[src/rtl/gearbox_param.sv]
// Parametrised LSB-first bit-stream gearbox: IN_W-bit words in, OUT_W-bit words out,
// through a BUF_W-bit linear shift accumulator. Define GEARBOX_FLUSH_EN to add the flush/pad input.
module gearbox_param #(
    parameter int IN_W  = 16,
    parameter int OUT_W = 20,
    parameter int BUF_W = 64,
    parameter int LVL_W = $clog2(BUF_W + 1)
) (
    input  logic             clk,
    input  logic             res_n,
    input  logic [IN_W-1:0]  data_in,
    input  logic             shift_in,
    output logic             full,
    output logic [OUT_W-1:0] data_out,
    output logic             valid_out,
    input  logic             shift_out,
    output logic [LVL_W-1:0] level,
    output logic             ovf_err,
`ifdef GEARBOX_FLUSH_EN
    output logic             unf_err,
    input  logic             flush
`else
    output logic             unf_err
`endif
);

    localparam logic [LVL_W-1:0] FULL_TH = LVL_W'(BUF_W - IN_W);
    localparam logic [LVL_W-1:0] OUT_LVL = LVL_W'(OUT_W);
    localparam logic [LVL_W-1:0] IN_LVL  = LVL_W'(IN_W);

    if (BUF_W < IN_W + OUT_W - 1) begin : g_size_chk
        $error("gearbox_param: BUF_W must be >= IN_W+OUT_W-1");
    end

    logic [BUF_W-1:0] buf_q, buf_d;
    logic [LVL_W-1:0] level_q, level_d;
    logic             ovf_q, ovf_d;
    logic             unf_q, unf_d;
    logic             push, pop;

    // Outputs decode from registers only, so neither handshake can fall through.
    assign full      = (level_q > FULL_TH);
    assign valid_out = (level_q >= OUT_LVL);
    assign data_out  = buf_q[OUT_W-1:0];
    assign level     = level_q;
    assign ovf_err   = ovf_q;
    assign unf_err   = unf_q;

    assign push = shift_in && !full;
    assign pop  = shift_out && valid_out;

    always_comb begin
        buf_d   = buf_q;
        level_d = level_q;
        ovf_d   = ovf_q | (shift_in && full);
        unf_d   = unf_q | (shift_out && !valid_out);
        // Pop first; the right shift zero-fills, keeping every bit above level at 0.
        if (pop) begin
            buf_d   = buf_q >> OUT_W;
            level_d = level_q - OUT_LVL;
        end
        // Bits at and above level_d are zero, so OR-ing the new word in is a write.
        if (push) begin
            buf_d   = buf_d | (BUF_W'(data_in) << level_d);
            level_d = level_d + IN_LVL;
        end
`ifdef GEARBOX_FLUSH_EN
        // Pad a partial word: upper bits are already zero, only the level moves.
        if (flush && !shift_in && (level_q != '0) && (level_q < OUT_LVL)) begin
            level_d = OUT_LVL;
        end
`endif
    end

    always_ff @(posedge clk or negedge res_n) begin
        if (!res_n) begin
            buf_q   <= '0;
            level_q <= '0;
            ovf_q   <= 1'b0;
            unf_q   <= 1'b0;
        end else begin
            buf_q   <= buf_d;
            level_q <= level_d;
            ovf_q   <= ovf_d;
            unf_q   <= unf_d;
        end
    end

endmodule

[config.mk]
export PLATFORM = sky130hd
export DESIGN_NAME = gearbox_param
export DESIGN_NICKNAME = d
export VERILOG_FILES = /design/src/rtl/gearbox_param.sv
export SDC_FILE = /design/constraint.sdc
export NUM_CORES = 1
export LEC_CHECK = 0
export CORE_UTILIZATION = 45
export CTS_CLUSTER_SIZE = 25
export DETAILED_ROUTE_END_ITERATION = 8
export PLACE_DENSITY = 0.75
export SYNTH_ARGS = -nofsm -noshare
export SYNTH_HDL_FRONTEND = slang
export SYNTH_SLANG_ARGS = --single-unit
[constraint.sdc]
create_clock -name clk -period 3.8 [get_ports clk]
set_clock_uncertainty 0.05 [all_clocks]
set_input_delay 0.57 -clock clk [delete_from_list [all_inputs] [get_ports clk]]
set_output_delay 0.57 -clock clk [all_outputs]
set_load 0.05 [all_outputs]
== Yosys cells after proc, flatten, opt, wreduce, memory -nomap -nowiden ==
Index checks and enable logic that the tools add are counted.
Operators by class
  add/sub/neg operators: 2
  multiply operators: 0
  div/mod/pow operators: 0
  $lt $le $gt $ge: 2
  eq/ne operators: 0
  shifts and indexed selects: 1
  multiplexer cells: 4
  bitwise logic cells: 3
  reduce and logical (&&, ||, !) cells: 6
Operator list (number)
  $mux 64: 2
  $or 64x64->64: 1
  $shl 16x7->64: 1
  $mux 7: 2
  $add 7x5->7 const B: 1
  $ge 7x5->1 const B: 1
  $gt 7x6->1 const B: 1
  $sub 7x5->7 const B: 1
  $logic_and 1x1->1: 4
  $logic_not 1->1: 2
  $or 1x1->1: 2
Storage, ports and cells
  register bits after elaboration: 73
  bits in latches: 0
  RAM bits: 0
  ROM bits: 0
  output and inout port bits: 31
  logic and storage cells: 22
  memories kept: 0

== Longest topological paths before layout ==
Gate-level depths: netlist (run 1).
  depth in word-level cells: 6
  mapped depth: 11
  mapped depth without buffers: 9

== Least setup slack after synthesis (run 1) ==
No wires, ideal clock.
  kind: reg2reg
  start point: register level_q[2] (netlist: level[2])
  end point: register buf_q[35]
  library setup time: 139 ps
  arrival: 2852 ps
  data required time: 3611 ps
  slack: 759 ps
  stages on the path, launching flop included: 9
  buffers on the path: 1
  cells stage by stage: dfrtp_1 > inv_1 > ha_1 > o21bai_1 > nor2_1 > o311ai_1 > nand2b_1 > buf_2 > o221ai_1
On the way
  elaborated cells on any way between the ends: 11
  those cells by class: add/sub: 1; order compare: 2; shift: 1; mux: 3; bitwise: 1; reduce/logical: 3
RTL lines
  from (decl): line 36  | logic [LVL_W-1:0] level_q, level_d;
  from (signal assigned): line 83  | level_q <= level_d;
  $gt 7x6->1: line 42  | assign full = (level_q > FULL_TH);
  via full: line 13  | output logic full,
  $logic_not 1->1: line 49  | assign push = shift_in && !full;
  $logic_and 1x1->1: line 49
  $mux 64: line 63  | if (push) begin
  via buf_d[35]: line 35  | logic [BUF_W-1:0] buf_q, buf_d;
  to (signal assigned): line 82  | buf_q <= buf_d;
  to (decl): line 35
The timed path passes the listed nets, and every way through them passes these cells.

== Worst setup path in the final report (run 1) ==
  start point: register level_q[3] (netlist: level[3])
  end point: output valid_out
On the way
  word-level cells in the longest chain between the ends: 1
RTL lines
  $ge 7x5->1: line 43  | assign valid_out = (level_q >= OUT_LVL);
  to (decl): line 15  | output logic valid_out,
Every way passes these cells.

==> flow_summary.toml, run 1 <==
[final_layout]
antenna_cells = 0
multi_input_area_um2 = 1990
nFillCells = 784
drive_gt1_share_pct = 9.75
seq_area_um2 = 1780
fin_nets = 491
area_growth_pct = 13.3
fin_util_pct = 53.0
layout_commonest_cell = "nor2_1"
final_cell_mix = "75 x nor2_1, 71 x dfrtp_1, 47 x clkdlybuf4s50_1, 33 x nand2_1, 28 x o22ai_1"

[logic_synthesis]
synth_mux_area_share_pct = 7.78
yosys.cell_types.count = 57
ys_warn_count = 0
synth-edff-count = 0
synth_compound_gate_area_share_pct = 22.4
synth_area_leaders = "dfrtp_1 43%, nor2_1 6.8%, mux2i_1 5.6%"
syn_avg_cell_area_um2 = 9.19
syn_inst = 448
seq_area_frac_synth_pct = 43.1
netlist_area_um2 = 4120
synthFlopType = "dfrtp_1"
async_flop_share_pct = 100
synth_top_family_by_area = "compound AO/OA/AOI/OAI gates"
synth_top_area_share_pct = 43.1
ys_ff_latch = 71
synthAdderAreaFrac_pct = 1.22
synth_largest_area_cell = "dfrtp_1"
synth-simple-area-share_pct = 16.4
synth_xor_area_share_pct = 0.425

[global_routing]
grt_max_degree = 64
first_global_vias = 3512
groute.usage.overall_pct = 26.2
antenna_found_initial = 0
grt_pass1_wl_mm = 19.3
grt_overflow_total = 0

[floorplan]
pin_count = 51
core-area_um2 = 8810
dieWidth_um = 97.7
num_rows = 34
start_util_pct = 46.8
dieArea_um2 = 9540
die-height_um = 97.7

[clock_tree]
cts.htree.levels = 3
clockBufferDepth = 2
post_cts_buffers = 0
clock_sinks = 71
cts_hold_buf = 0
clk_pin_slew_ps = 80
cts_resized = 0
numCtsBuffers = 9
clkLatencyLatePin_ps = 360
cts-root-buf = "clkbuf_8"
tritoncts = "built"

[critical_path]
crit_path_start_kind = "register"
path_max_fanout = 10
worstPathRequired_ps = 3180
worstSetupPathType = "register to output pin"
crit_path_end_kind = "output pin"
cp.arrival_ps = 2610

[placement]
dp_hpwl_mm = 8.47
numPortBuffers = 48
pre_cts_slack_ps = 617
gp_congestion = 0.898

[pwr]
power_density_nw_per_um2 = 1020
pwr-share-comb_pct = 60.5
internal_power_mw = 2.31
peakVddDrop_mv = 0.359
switchingPower_mw = 2.45
p_clk_share_pct = 12.0
seq_power_share_pct = 27.4
p_total_mw = 4.76
p_sw_share_pct = 51.5
p_leak_nw = 1.97

[timing]
rsz0062_at_grt = "false"
finalCritPeriodShare_pct = 85.0
setup_slack_ps = 570
slew_headroom_pct = 37.8
setup_viol = 0
tns_ps = 0
finalMaxSlewViolations = 0
period_needed_ps = 3230
tightest_slew_ps = 933
fmax_mhz = 310
final_hold_viol_count = 0

[detailed_routing]
vias_per_cell = 6.19
first_iter_violations = 332
firstDrtPassIters = 7
drt_drc_violations_left = 10
drtAntennaViolNets = 0
routedWlPerCell_um = 20.5
vias = 3588
finalWirelength_mm = 11.9

[run]
maxCapViolations = 0

[hold_path]
hp-class = "input port to asynchronous set/reset pin"

[status]
status = "finished, violations left"
violations = "design-rule violations"
-- cell families after synthesis --
| kind of cell | Yosys count |
|---|---|
| AOI/OAI and AO/OA | 128 |
| xor gates and xnor gates | 2 |
| adders and majority gates | 4 |
| buffers and inverters | 60 |
| DFF | 71 |
| muxes | 31 |
| other | 1 |
| and+or+nand+nor | 151 |
-- final cells by class --
class	instances	area share, %
Multi-Input combinational cell	318	42.7
Sequential cell	71	38.1
Timing Repair Buffer	56	11.5
Clock buffer	10	2.95
Tap cell	108	2.90
Clock inverter	6	0.992
Inverter	11	0.885
-- metal layers --
metal / track usage (%) / vias to the layer above / share of wire (%)
met2: 41.0 / 163 / 47
met3: 5.54 / 32 / 7.0
met1: 35.4 / 1769 / 44
met5: 0 / - / 0
li1: - / 1624 / -
met4: 10.8 / 0 / 2.4
-- power groups by stage --
stage / logic [mW] / registers (mW) / clock network (mW)
after floorplan: 2.16 / 1.31 / 0
after global placement: 2.80 / 1.30 / 0
after detailed placement: 2.83 / 1.31 / 0
after CTS: 2.85 / 1.30 / 0.572
after global routing: 3.08 / 1.34 / 0.604
final: 2.88 / 1.30 / 0.572
-- critical path, stage by stage (launching register included) --
cell and delay, ps:
dfrtp_1 540, inv_1 180, ha_1 280, or3_1 340, a21o_1 210, clkdlybuf4s50_1 710
-- per-stage QoR --
step,cells,area (um2),hold slack (ps)
after floorplan,449,4120,224
after global placement,564,4480,390
after detailed placement,564,4480,398
after CTS,580,4670,311
after global routing,580,4670,362
final,580,4670,304
-- final timing paths --
kind / startpoint / to / slack [ps] / cells past startpoint
setup / recovery: level[3]$_DFF_PN0_ / valid_out / 570 / 5
hold / removal: res_n / level[6]$_DFF_PN0_ / 300 / 1
setup reg to reg: level[3]$_DFF_PN0_ / buf_q[37]$_DFF_PN0_ / 750 / 9
hold reg to reg: ovf_err$_DFF_PN0_ / ovf_err$_DFF_PN0_ / 410 / 1
max in group asynchronous: res_n / buf_q[31]$_DFF_PN0_ / 2610 / 2
min in group clk: ovf_err$_DFF_PN0_ / ovf_err$_DFF_PN0_ / 410 / 1
-- synthesized netlist by cell type (3+ instances only) --
master,count
or2_1,3
o211a_1,4
and2_1,4
nor2b_1,5
a21oi_1,8
or3_1,6
buf_2,12
nor3b_1,5
mux2_2,8
o22ai_1,28
clkbuf_1,8
o21ai_0,20
o31ai_1,6
nand2b_1,7
nand3_1,6
o221ai_1,8
nor2_1,75
nand2_1,33
o22a_1,4
mux2i_1,23
dfrtp_1,71
o21a_1,6
buf_4,26
o21ai_1,9
a31oi_1,5
inv_1,9
a32oi_1,8
ha_1,4
-- sequential cells by signal, indices dropped and copies added (netlist names) --
signal and flops:
level 5, ovf_err 1, buf_q 64, unf_err 1
(Power assumes the default switching activity.)
==> run 2: changes to the inputs <==
--- a/config.mk
+++ b/config.mk
@@ -8,6 +8,7 @@
 export CORE_UTILIZATION = 45
 export CTS_CLUSTER_SIZE = 25
 export DETAILED_ROUTE_END_ITERATION = 8
+export GPL_ROUTABILITY_DRIVEN = 0
 export PLACE_DENSITY = 0.75
 export SYNTH_ARGS = -nofsm -noshare
 export SYNTH_HDL_FRONTEND = slang
==> run 2 against run 1 <==
Against the previous run:
- the run still ends with design-rule violations left
- utilization decreased by 0.057 points
- worst setup slack worse by 140 ps
- power rose by 0.40%
- register-to-register slack got worse by 110 ps
- routed wire length decreased by 2.8%
- sequential power is essentially flat
- first-iteration DRC count is 17% higher
==> flow_summary.toml, run 2 (synthesis results as in run 1) <==
[floorplan]
pin_count = 51
core-area_um2 = 8810
num_rows = 34
dieWidth_um = 97.7
dieArea_um2 = 9540
die-height_um = 97.7
start_util_pct = 46.8

[clock_tree]
cts.htree.levels = 3
cts-root-buf = "clkbuf_8"
numCtsBuffers = 9
clockBufferDepth = 2
cts_resized = 0
clock_sinks = 71
post_cts_buffers = 0
clkLatencyLatePin_ps = 350
cts_hold_buf = 0
clk_pin_slew_ps = 80
tritoncts = "built"

[timing]
finalCritPeriodShare_pct = 88.6
fmax_mhz = 297
tightest_slew_ps = 899
slew_headroom_pct = 39.9
tns_ps = 0
finalMaxSlewViolations = 0
final_hold_viol_count = 0
setup_viol = 0
rsz0062_at_grt = "false"
timing.hold.ws_ps = 131
period_needed_ps = 3370

[critical_path]
path_max_fanout = 25
crit_path_start_kind = "register"
rr_endpoint = "buf_q[12]$_DFF_PN0_"
crit_slowest_cell = "clkdlybuf4s50_1"
regToRegStartpoint = "level[2]$_DFF_PN0_"
cpLargestDelayFamily = "buffers and inverters"
worstSetupPathType = "register to output pin"
slowest_delay_ps = 850
worst-path-buf-inv = 2
ff2ff_path_depth = 8
crit_path_end_kind = "output pin"
worstPathRequired_ps = 3180
crit_chain = "inv_1 -> ha_1 -> o21bai_1 -> clkdlybuf4s50_1"
cp.arrival_ps = 2750
ff2ff_setup_slack_ps = 640

[final_layout]
area_growth_pct = 13.2
fin_util_pct = 52.9
fin_nets = 490
antenna_cells = 0
top_register = "buf_q"
largest_reg_flops = 64
layout_commonest_cell = "nor2_1"
nFillCells = 774
drive_gt1_share_pct = 9.36
final_cell_mix = "75 x nor2_1, 71 x dfrtp_1, 47 x clkdlybuf4s50_1, 33 x nand2_1, 28 x o22ai_1"

[global_routing]
grt_overflow_total = 0
groute.usage.overall_pct = 25.2
grt_pass1_wl_mm = 18.5
antenna_found_initial = 0
first_global_vias = 3401
grt_max_degree = 64

[pwr]
power_density_nw_per_um2 = 1020
internal_power_mw = 2.34
peakVddDrop_mv = 0.367
switchingPower_mw = 2.43
p_sw_share_pct = 51.0
seq_power_share_pct = 27.7
p_total_mw = 4.77
p_leak_nw = 1.97
p_clk_share_pct = 12.5
pwr-share-comb_pct = 59.9

[run]
maxCapViolations = 0

[detailed_routing]
drt_drc_violations_left = 10
vias = 3590
first_iter_violations = 389
vias_per_cell = 6.21
firstDrtPassIters = 7
drtAntennaViolNets = 0
routedWlPerCell_um = 20.0
finalWirelength_mm = 11.5

[placement]
dp_hpwl_mm = 8.24
numPortBuffers = 48

[status]
status = "finished, violations left"
violations = "design-rule violations"

[hold_path]
hp-class = "input port to asynchronous set/reset pin"
run 2: layer usage:
metal	routed length (um)	vias to the layer above	global-route usage (%)
li1	-	1618	-
met1	5020	1758	35.0
met2	5220	184	38.0
met3	942	30	4.53
met4	363	0	12.1
met5	0	-	0
run 2: final cells by class:
type                       instances  area [um2]  share of cell area (%)
clock buffer                       9         124                    2.66
clock inverter                     6        62.6                    1.34
inverter                          11        41.3                   0.886
multi-input combinational        318        1990                    42.8
sequential                        71        1780                    38.1
tap                              108         135                    2.90
timing repair buffer              55         528                    11.3
run 2: stage by stage:
stage	cells	cell area [um2]	setup slack, ps
floorplan	449	4120	759
global placement	563	4480	670
detailed placement	563	4480	602
CTS	578	4660	453
global route	578	4660	263
finish	578	4660	431
run 2: worst reg2reg max path, stage by stage (launching register included):
cell	delay (ps)
dfrtp_1	640
ha_1	420
o211ai_1	420
nand2_1	100
o21ai_1	130
buf_4	220
mux2i_1	550
mux2_2	370
o22ai_1	110
run 2: worst max-delay path by stage:
stage                       startpoint             endpoint  slack (ps)  cells past startpoint
floorplan           level[2]$_DFF_PN0_  buf_q[35]$_DFF_PN0_         760                      8
global placement             shift_out  buf_q[28]$_DFF_PN0_         670                      8
detailed placement           shift_out  buf_q[50]$_DFF_PN0_         600                      7
CTS                 level[2]$_DFF_PN0_                 full         450                      4
global route        level[2]$_DFF_PN0_                 full         260                      4
finish              level[2]$_DFF_PN0_                 full         430                      4
run 2: power groups by stage:
stage	combinational (mW)	clock (mW)	sequential [mW]
floorplan	2.16	0	1.31
global placement	2.77	0	1.32
detailed placement	2.81	0	1.32
CTS	2.82	0.599	1.31
global route	3.03	0.633	1.36
finish	2.86	0.595	1.32
==> RTL edit, RTL diff (settings of run 2) <==
`BUF_W`: 64 -> 128.
--- a/src/rtl/gearbox_param.sv
+++ b/src/rtl/gearbox_param.sv
@@ -3,7 +3,7 @@
 module gearbox_param #(
     parameter int IN_W  = 16,
     parameter int OUT_W = 20,
-    parameter int BUF_W = 64,
+    parameter int BUF_W = 128,
     parameter int LVL_W = $clog2(BUF_W + 1)
 ) (
     input  logic             clk,
Ports: changed (resized level); port bits go from 51 to 52. The function was not compared with the original's and may differ.
==> RTL edit against run 2 <==
Sequential share of layout area decreased by 0.45 points. Worst setup slack got worse by 0.12 ns. Synthesized area increased by 87%. Routed wire length increased by 130%. Largest cell class unchanged. Via count increased by 100%. Power increased by 89%. Register-to-register slack got worse by 0.33 ns. Synthesized cell count increased by 87%. First-iteration DRC count increased by 130%. Sequential cell count increased by 65. Utilization increased by 1.4 points. Final area increased by 94%.
==> RTL edit: results (changes against run 2) <==
metric;value;unit;change
cp_slowest_stage_delay;0.63;ns;was 0.85 ns
dp_hpwl;17000;um;was 8240 um
drt_first_iter_violations;891;;was 389
port_buffers;49;;was 48
grt_max_degree;84;;was 64
cts_buffers;17;;was 9
routed_wl;26000;um;was 11,500 um
irDropWorstVdd;0.000688;V;was 0.000367 V
cp_top_family;compound AO/OA/AOI/OAI gates;;was buffers and inverters
cp.arrival;3.75;ns;was 2.75 ns
ys_types;61;;was 57
synth_xor_area_share;0.456;%;was 0.425%
synth_fa_ha_area_share;0.488;%;was 1.22%
power_leakage;0.00390;uW;was 0.00197 uW
synth_mux_area_share;10.8;%;was 7.78%
post_dp_cell_area;8400;um2;was 4480 um2
synthArstFlopShare;100;%;unchanged
synth_common_cells;nor2_1, dfrtp_1, nand2_1, mux2i_1, o22ai_1;;was nor2_1, dfrtp_1, nand2_1, o22ai_1, buf_4
status;complete, no violations;;was finished with violations
drive_gt1_share;11.7;%;was 9.36%
synth_top_area_share;44.3;%;was 43.1%
clock_latency;0.43;ns;was 0.35 ns
place_ws;0.333;ns;was 0.602 ns
largest_register_ffs;128;;was 64
cts-root-buf;clkbuf_16;;was clkbuf_8
cp_max_fo;15;;was 25
hp-class;in2async;;unchanged
clk_pin_slew;0.06;ns;was 0.08 ns
yosysSeqAreaShare;44.3;%;was 43.1%
layout.nets;888;;was 490
dr.pass1.iters;5;;was 7
crit_slowest_cell;a31oi_1;;was clkdlybuf4s50_1
grtUsageTotal;30.8;%;was 25.2%
grt_pass1_wl;40700;um;was 18,500 um
netlist_top_cells_area;dfrtp_1, mux2i_1, nor2_1, o22ai_1, nand2_1;;was dfrtp_1, nor2_1, mux2i_1, buf_4, o22ai_1
ys_warn_count;0;;unchanged
tightest_slew;1.15;ns;was 0.899 ns
htreeDepth;4;;was 3
synth_compound_area_share;20.6;%;was 22.4%
grt_pass1_vias;7088;;was 3,401
antenna_cells;0;;unchanged
num_vias;7231;;was 3,590
RTL edit: path summary, 6_finish.rpt:
path / start / to / slack, ns / cells after the start
max in group asynchronous: res_n / buf_q[69] / 2.83 / 2
setup / recovery: level[2] / buf_q[123] / 0.31 / 9
min in group clk: ovf_err / ovf_err / 0.41 / 1
setup reg to reg: level[2] / buf_q[123] / 0.31 / 9
hold / removal: res_n / buf_q[98] / 0.05 / 1
hold reg to reg: ovf_err / ovf_err / 0.41 / 1
RTL edit: cell families after synthesis:
family,after synthesis
XOR/XNOR,4
adder cells (fa/ha/maj),3
buffers and inverters,94
multiplexers,77
other,1
flip-flops,136
AO/OA/AOI/OAI,220
AND/OR/NAND/NOR,302
RTL edit: report_power, final:
| part | total, uW | internal (uW) | switching [uW] | leakage, uW |
|---|---|---|---|---|
| registers | 2520 | 2080 | 433 | 0.00166 |
| clock network | 1770 | 1120 | 646 | 0.000310 |
| logic | 4740 | 1670 | 3080 | 0.00193 |
RTL edit: final cells by class:
type	instances	area, um2
clock buffers	23	498
clock inverters	9	138
fillers	1502	7610
inverters	17	63.8
multi-input cells	608	3850
flip-flops and latches	136	3400
well taps	220	275
repair buffers	85	807
RTL edit: metal layers:
metal	routed length [um]	vias up	global-route usage [%]
met5	0	-	0
met4	1550	0	19.9
met3	2830	118	7.70
met2	11400	492	45.5
met1	10300	3525	40.4
li1	-	3096	-
RTL edit: stage by stage:
stage               hold slack, ns  cells  total power, uW  utilization, %
floorplan                    0.224    838             5650               -
detailed placement           0.402   1066             7120            50.5
global placement             0.395   1066             7050            50.5
CTS                         0.0780   1098             8910            54.3
global route                 0.102   1098             9440            54.3
finish                      0.0508   1098             9030            54.3
